$ cat src/rtl/hls_run_sequencer.sv
// hls_run_sequencer
// Run controller for a Bambu-generated HLS accelerator that uses the
// start_port/done_port protocol. For each run in a campaign it holds the
// accelerator in reset, pulses start, counts cycles until done (or until the
// watchdog fires), and reports a per-run result. It also keeps min/max/total
// statistics over the runs that completed.
//
// Ports
//   clock, reset        system clock (rising edge), async active-low reset
//   go, num_runs        campaign request (accepted only in IDLE) and run count
//   dut_reset           active-low reset driven to the accelerator
//   dut_start_port      one-cycle start pulse to the accelerator
//   dut_done_port       done pulse from the accelerator (sampled only in RUN)
//   busy                high from the accepted go until the return to IDLE
//   res_valid/res_ready per-run result handshake
//   res_idx, res_cycles, res_timeout   per-run result fields
//   min_cycles, max_cycles, total_cycles   aggregate stats of completed runs
//   finished            one-cycle pulse at the end of a campaign
//   fsm_state           current controller state, for observation only
//
// Result handshake: res_valid rises when a run result is latched and stays
// high, with res_idx/res_cycles/res_timeout held stable, until a cycle in
// which res_valid and res_ready are both high. That cycle is the transfer;
// res_valid is low on the following cycle. res_ready may be high at any time
// and has no effect while res_valid is low.
module hls_run_sequencer #(
    parameter int CNT_W      = 32,
    parameter int TOT_W      = 48,
    parameter int RUN_W      = 16,
    parameter int RST_CYCLES = 2,
    parameter int TIMEOUT    = 200000000
) (
    input  logic             clock,
    input  logic             reset,
    input  logic             go,
    input  logic [RUN_W-1:0] num_runs,
    output logic             dut_reset,
    output logic             dut_start_port,
    input  logic             dut_done_port,
    output logic             busy,
    output logic             res_valid,
    input  logic             res_ready,
    output logic [RUN_W-1:0] res_idx,
    output logic [CNT_W-1:0] res_cycles,
    output logic             res_timeout,
    output logic [CNT_W-1:0] min_cycles,
    output logic [CNT_W-1:0] max_cycles,
    output logic [TOT_W-1:0] total_cycles,
    output logic             finished,
    output logic [2:0]       fsm_state
);

    typedef enum logic [2:0] {
        S_IDLE   = 3'd0,
        S_DRST   = 3'd1,
        S_START  = 3'd2,
        S_RUN    = 3'd3,
        S_REPORT = 3'd4,
        S_FINISH = 3'd5
    } state_t;

    localparam int             RC_W      = (RST_CYCLES > 1) ? $clog2(RST_CYCLES) : 1;
    localparam logic [RC_W-1:0] RC_LAST  = RC_W'(RST_CYCLES - 1);
    localparam logic [CNT_W-1:0] TMO_VAL = CNT_W'(TIMEOUT);

    state_t           state, state_nx;
    logic [RC_W-1:0]  rst_cnt;
    logic [CNT_W-1:0] cnt;
    logic [RUN_W-1:0] run_idx;
    logic [RUN_W-1:0] runs_lat;
    logic             dut_reset_r;
    logic             timeout_hit;
    logic             last_run;
    logic [TOT_W:0]   total_sum;
    logic [TOT_W-1:0] total_sat;

    // The watchdog compares against the live count; cnt never passes
    // TIMEOUT while it is enabled because the run ends on equality.
    assign timeout_hit = (TIMEOUT != 0) && (cnt == TMO_VAL);
    assign last_run    = (run_idx == (runs_lat - RUN_W'(1)));

    // One extra bit catches the carry so the total sticks at all-ones.
    assign total_sum = {1'b0, total_cycles} + (TOT_W+1)'(cnt);
    assign total_sat = total_sum[TOT_W] ? {TOT_W{1'b1}} : total_sum[TOT_W-1:0];

    always_comb begin
        state_nx       = state;
        busy           = (state != S_IDLE);
        dut_start_port = (state == S_START);
        res_valid      = (state == S_REPORT);
        finished       = (state == S_FINISH);
        case (state)
            S_IDLE:   if (go) state_nx = (num_runs == '0) ? S_FINISH : S_DRST;
            S_DRST:   if (rst_cnt == RC_LAST) state_nx = S_START;
            S_START:  state_nx = S_RUN;
            S_RUN:    if (dut_done_port || timeout_hit) state_nx = S_REPORT;
            S_REPORT: if (res_ready) state_nx = (res_timeout || last_run) ? S_FINISH : S_DRST;
            S_FINISH: state_nx = S_IDLE;
            default:  state_nx = S_IDLE;
        endcase
    end

    // dut_reset is registered from the next state so it is low exactly
    // during DRST cycles, yet still reads 0 while the controller is in reset.
    always_ff @(posedge clock or negedge reset) begin
        if (!reset) begin
            state       <= S_IDLE;
            dut_reset_r <= 1'b0;
        end else begin
            state       <= state_nx;
            dut_reset_r <= (state_nx != S_DRST);
        end
    end

    always_ff @(posedge clock or negedge reset) begin
        if (!reset) begin
            rst_cnt      <= '0;
            cnt          <= '0;
            run_idx      <= '0;
            runs_lat     <= '0;
            res_cycles   <= '0;
            res_timeout  <= 1'b0;
            min_cycles   <= '1;
            max_cycles   <= '0;
            total_cycles <= '0;
        end else begin
            case (state)
                S_IDLE: begin
                    if (go) begin
                        runs_lat     <= num_runs;
                        run_idx      <= '0;
                        rst_cnt      <= '0;
                        res_timeout  <= 1'b0;
                        min_cycles   <= '1;
                        max_cycles   <= '0;
                        total_cycles <= '0;
                    end
                end
                S_DRST:  rst_cnt <= rst_cnt + RC_W'(1);
                S_START: cnt <= CNT_W'(1);
                S_RUN: begin
                    // done takes priority over a watchdog hit in the same cycle
                    if (dut_done_port) begin
                        res_cycles   <= cnt;
                        res_timeout  <= 1'b0;
                        if (cnt < min_cycles) min_cycles <= cnt;
                        if (cnt > max_cycles) max_cycles <= cnt;
                        total_cycles <= total_sat;
                    end else if (timeout_hit) begin
                        res_cycles  <= TMO_VAL;
                        res_timeout <= 1'b1;
                    end else if (cnt != {CNT_W{1'b1}}) begin
                        cnt <= cnt + CNT_W'(1);
                    end
                end
                S_REPORT: begin
                    if (res_ready && !(res_timeout || last_run)) begin
                        run_idx <= run_idx + RUN_W'(1);
                        rst_cnt <= '0;
                    end
                end
                default: ;
            endcase
        end
    end

    assign dut_reset = dut_reset_r;
    assign res_idx   = run_idx;
    assign fsm_state = state;

endmodule

$ cat config.mk
export PLATFORM = sky130hd
export DESIGN_NAME = hls_run_sequencer
export DESIGN_NICKNAME = d
export VERILOG_FILES = /design/src/rtl/hls_run_sequencer.sv
export SDC_FILE = /design/constraint.sdc
export NUM_CORES = 1
export LEC_CHECK = 0
export BUFFER_PORTS_ARGS = -buffer_cell sky130_fd_sc_hd__buf_2
export CAP_MARGIN = 0
export CORE_ASPECT_RATIO = 0.75
export CORE_MARGIN = 8
export CORE_UTILIZATION = 39
export DETAILED_ROUTE_END_ITERATION = 6
export MAX_ROUTING_LAYER = met4
export PLACE_DENSITY = 0.63
export SLEW_MARGIN = 20
export SYNTH_ARGS = -nofsm -noshare
export SYNTH_HDL_FRONTEND = slang
export SYNTH_SLANG_ARGS = --single-unit
$ cat constraint.sdc
create_clock -name clock -period 4.55 [get_ports clock]
set_input_delay 0.91 -clock clock [delete_from_list [all_inputs] [get_ports clock]]
set_output_delay 0.91 -clock clock [all_outputs]
set_load 0.01 [all_outputs]
==> results.tsv <==
metric	value	unit
status	completed	
port-buffer-count	189	
path_max_fanout	8	
synth_area_leaders	dfrtp_1 34%, ha_1 9.3%, dfstp_2 6.3%	
synth_top_area_share	34.26	%
fin_ws	658.0	ps
slew_headroom	29.36	%
fp-row-count	58	
final_common_cell	nand2_1	
initial_core_util	39.65	%
wire_per_inst	20.90	µm
detail_route.vias_per_cell	5.558	
dieArea	40310	µm²
path_cells	ha_1 > inv_1 > fa_1 > nand2b_1 > a21o_1 > a211oi_1 > o31ai_1 > a211oi_1 > o31a_1 > and2_1 > a41oi_1 > a311oi_1	
synthFlopType	dfrtp_1	
synth_seq_area_share	40.58	%
grt_pass1_vias	11496	
cellLeakagePower	8.004	nW
cts.clk_slew.worst_paths	60	ps
track_usage	22.17	%
clockBufferDepth	3	
avgSynthCellArea	8.976	µm²
crit-reg2reg-launch	cnt[0]	
setup.worst_path.end_class	register	
clock_latency	540	ps
netlist_area	13290	µm²
postCtsSetupBuffers	0	
die_w	229.2	µm
filler_cell_count	3257	
post_cts_resize_count	0	
reg2reg_depth	12	
drv_cap	0	
regArea	5395	µm²
critPathLaunch	cnt[0]	
tns	0	ps
dp_worst_setup_slack	696.6	ps
hold_violations	0	
crit_path_max_incr_delay	590	ps
routabilityCongestion	0.9208	
regToRegSetupSlack	660	ps
synth_edf_count	0	
syn_to_final_growth	17.32	%
cp-start-kind	register	
yosys_warnings	0	
vias	11844	
synthArstFlopShare	100.0	%
antenna_found_initial	0	
fp.dieH	175.9	µm
peakVddDrop	0.2490	mV
synth_cells	1481	
drive_gt1_share	21.48	%
grt_max_degree	83	
clock_sinks	214	
overflow	0	
n_antenna_cell	0	
cp_top_family	compound AO/OA/AOI/OAI gates	
crit_arrival	4320	ps
hold_class	in2async	
synth_top_area_cell	dfrtp_1	
cp_common_cell	a211oi_1	
synth_cell_types	71	
ys_ff_latch	214	
syn_nets	1602	
final.setup_skew	17.14	ps
layout_common_cells	213 x nand2_1, 188 x buf_2, 182 x dfrtp_1	
post-dp-hpwl	33200	µm
cp.required	4980	ps
tightest_slew	1059	ps
grt_first_pass_wirelength	69170	µm
crit_buf_inv	1	
final_nets	1784	
reg2reg_to	total_cycles[38]	
fmax	0.2569	GHz
hold_buffers	0	
htree_num_levels	1	
slowest_stage	a211oi_1	
drc_errors	0	
rsz0062_at_grt	false	
p_per_area	453.8	nW/µm²
ios	190	
multi_input_area	7310	µm²
cts_buffers	24	
critical_path_class	reg2reg	
slew_violations	0	
setup_viol	0	
min_period	3892	ps
first_pass_iters	5	
drtIter0Drc	982	
timing.final.crit_share	85.54	%
coreArea	33530	µm²
drtAntennaViolNets	0	
cts_tree	built	
cts-root-buf	clkbuf_16	
wl	44540	µm
cell families after synthesis:
family                   Yosys count  synth area share (%)
XOR/XNOR                          73                 4.809
multiplexers                      73                 5.920
buffers and inverters            156                 4.772
flip-flops                       214                 40.58
AO/OA/AOI/OAI                    311                 14.64
adder cells (fa/ha/maj)          100                 9.468
AND/OR/NAND/NOR                  554                 19.81
worst reg2reg max path: cells and delay by family, from the launching register on:
kind            cells  cell delay [ps]
fa+ha+maj           2              640
buf+inv             1               60
compound gates      7             2080
simple gates        2              520
flops               1              470
layer usage:
metal / track usage (%) / routed length, µm
met4: 4.402 / 783
met3: 5.110 / 3702
met2: 29.86 / 17650
met5: - / 0
met1: 33.22 / 22400
flip-flops by register name, indices dropped and copies added (netlist names):
signal        cells
cnt              32
dut_reset         1
fsm_state         3
max_cycles       32
min_cycles       32
res_cycles       32
res_idx          16
res_timeout       1
rst_cnt           1
runs_lat         16
total_cycles     48
per-stage QoR:
step	hold slack [ps]	util (%)	instance area, µm²	total power, mW	std cells
after global placement	477.3	44.20	14820	5.093	2087
final	398.3	46.52	15600	7.077	2131
after detailed placement	481.1	44.20	14820	5.125	2087
after global routing	432.8	46.52	15600	7.502	2131
after CTS	412.1	46.52	15600	7.118	2131
after floorplan	465.2	-	13290	4.214	1481
cell type report:
class                      count  area share, %
timing repair buffer         221          7.750
clock inverter                 9         0.6097
inverter                      91          2.190
clock buffer                  35          4.380
tap                          450          3.610
sequential                   214          34.59
multi-input combinational   1111          46.87
worst max path at each step:
stage               slack, ps  cells past startpoint               end
floorplan                1410                     13  total_cycles[38]
detailed placement        700                     12  total_cycles[38]
global route              380                     12  total_cycles[38]
CTS                       660                     12  total_cycles[38]
finish                    660                     12  total_cycles[38]
global placement          820                     12  total_cycles[38]
synth_stat cells (37+ instances only):
master and number:
nand2_1 215, xnor2_1 37, clkbuf_1 51, dfrtp_1 182
a21oi_1 93, mux2_2 45, nand4_1 37, nand3_1 58
ha_1 99, o21ai_0 82, nor2_1 101, inv_1 91
power by group:
group	leakage, nW	switching (mW)	internal (mW)	total (mW)
clock network	0.388	0.808	1.15	1.96
logic	4.80	1.50	0.923	2.42
registers	2.82	0.382	2.31	2.69
Note: power is estimated with default switching activity, not from simulation.
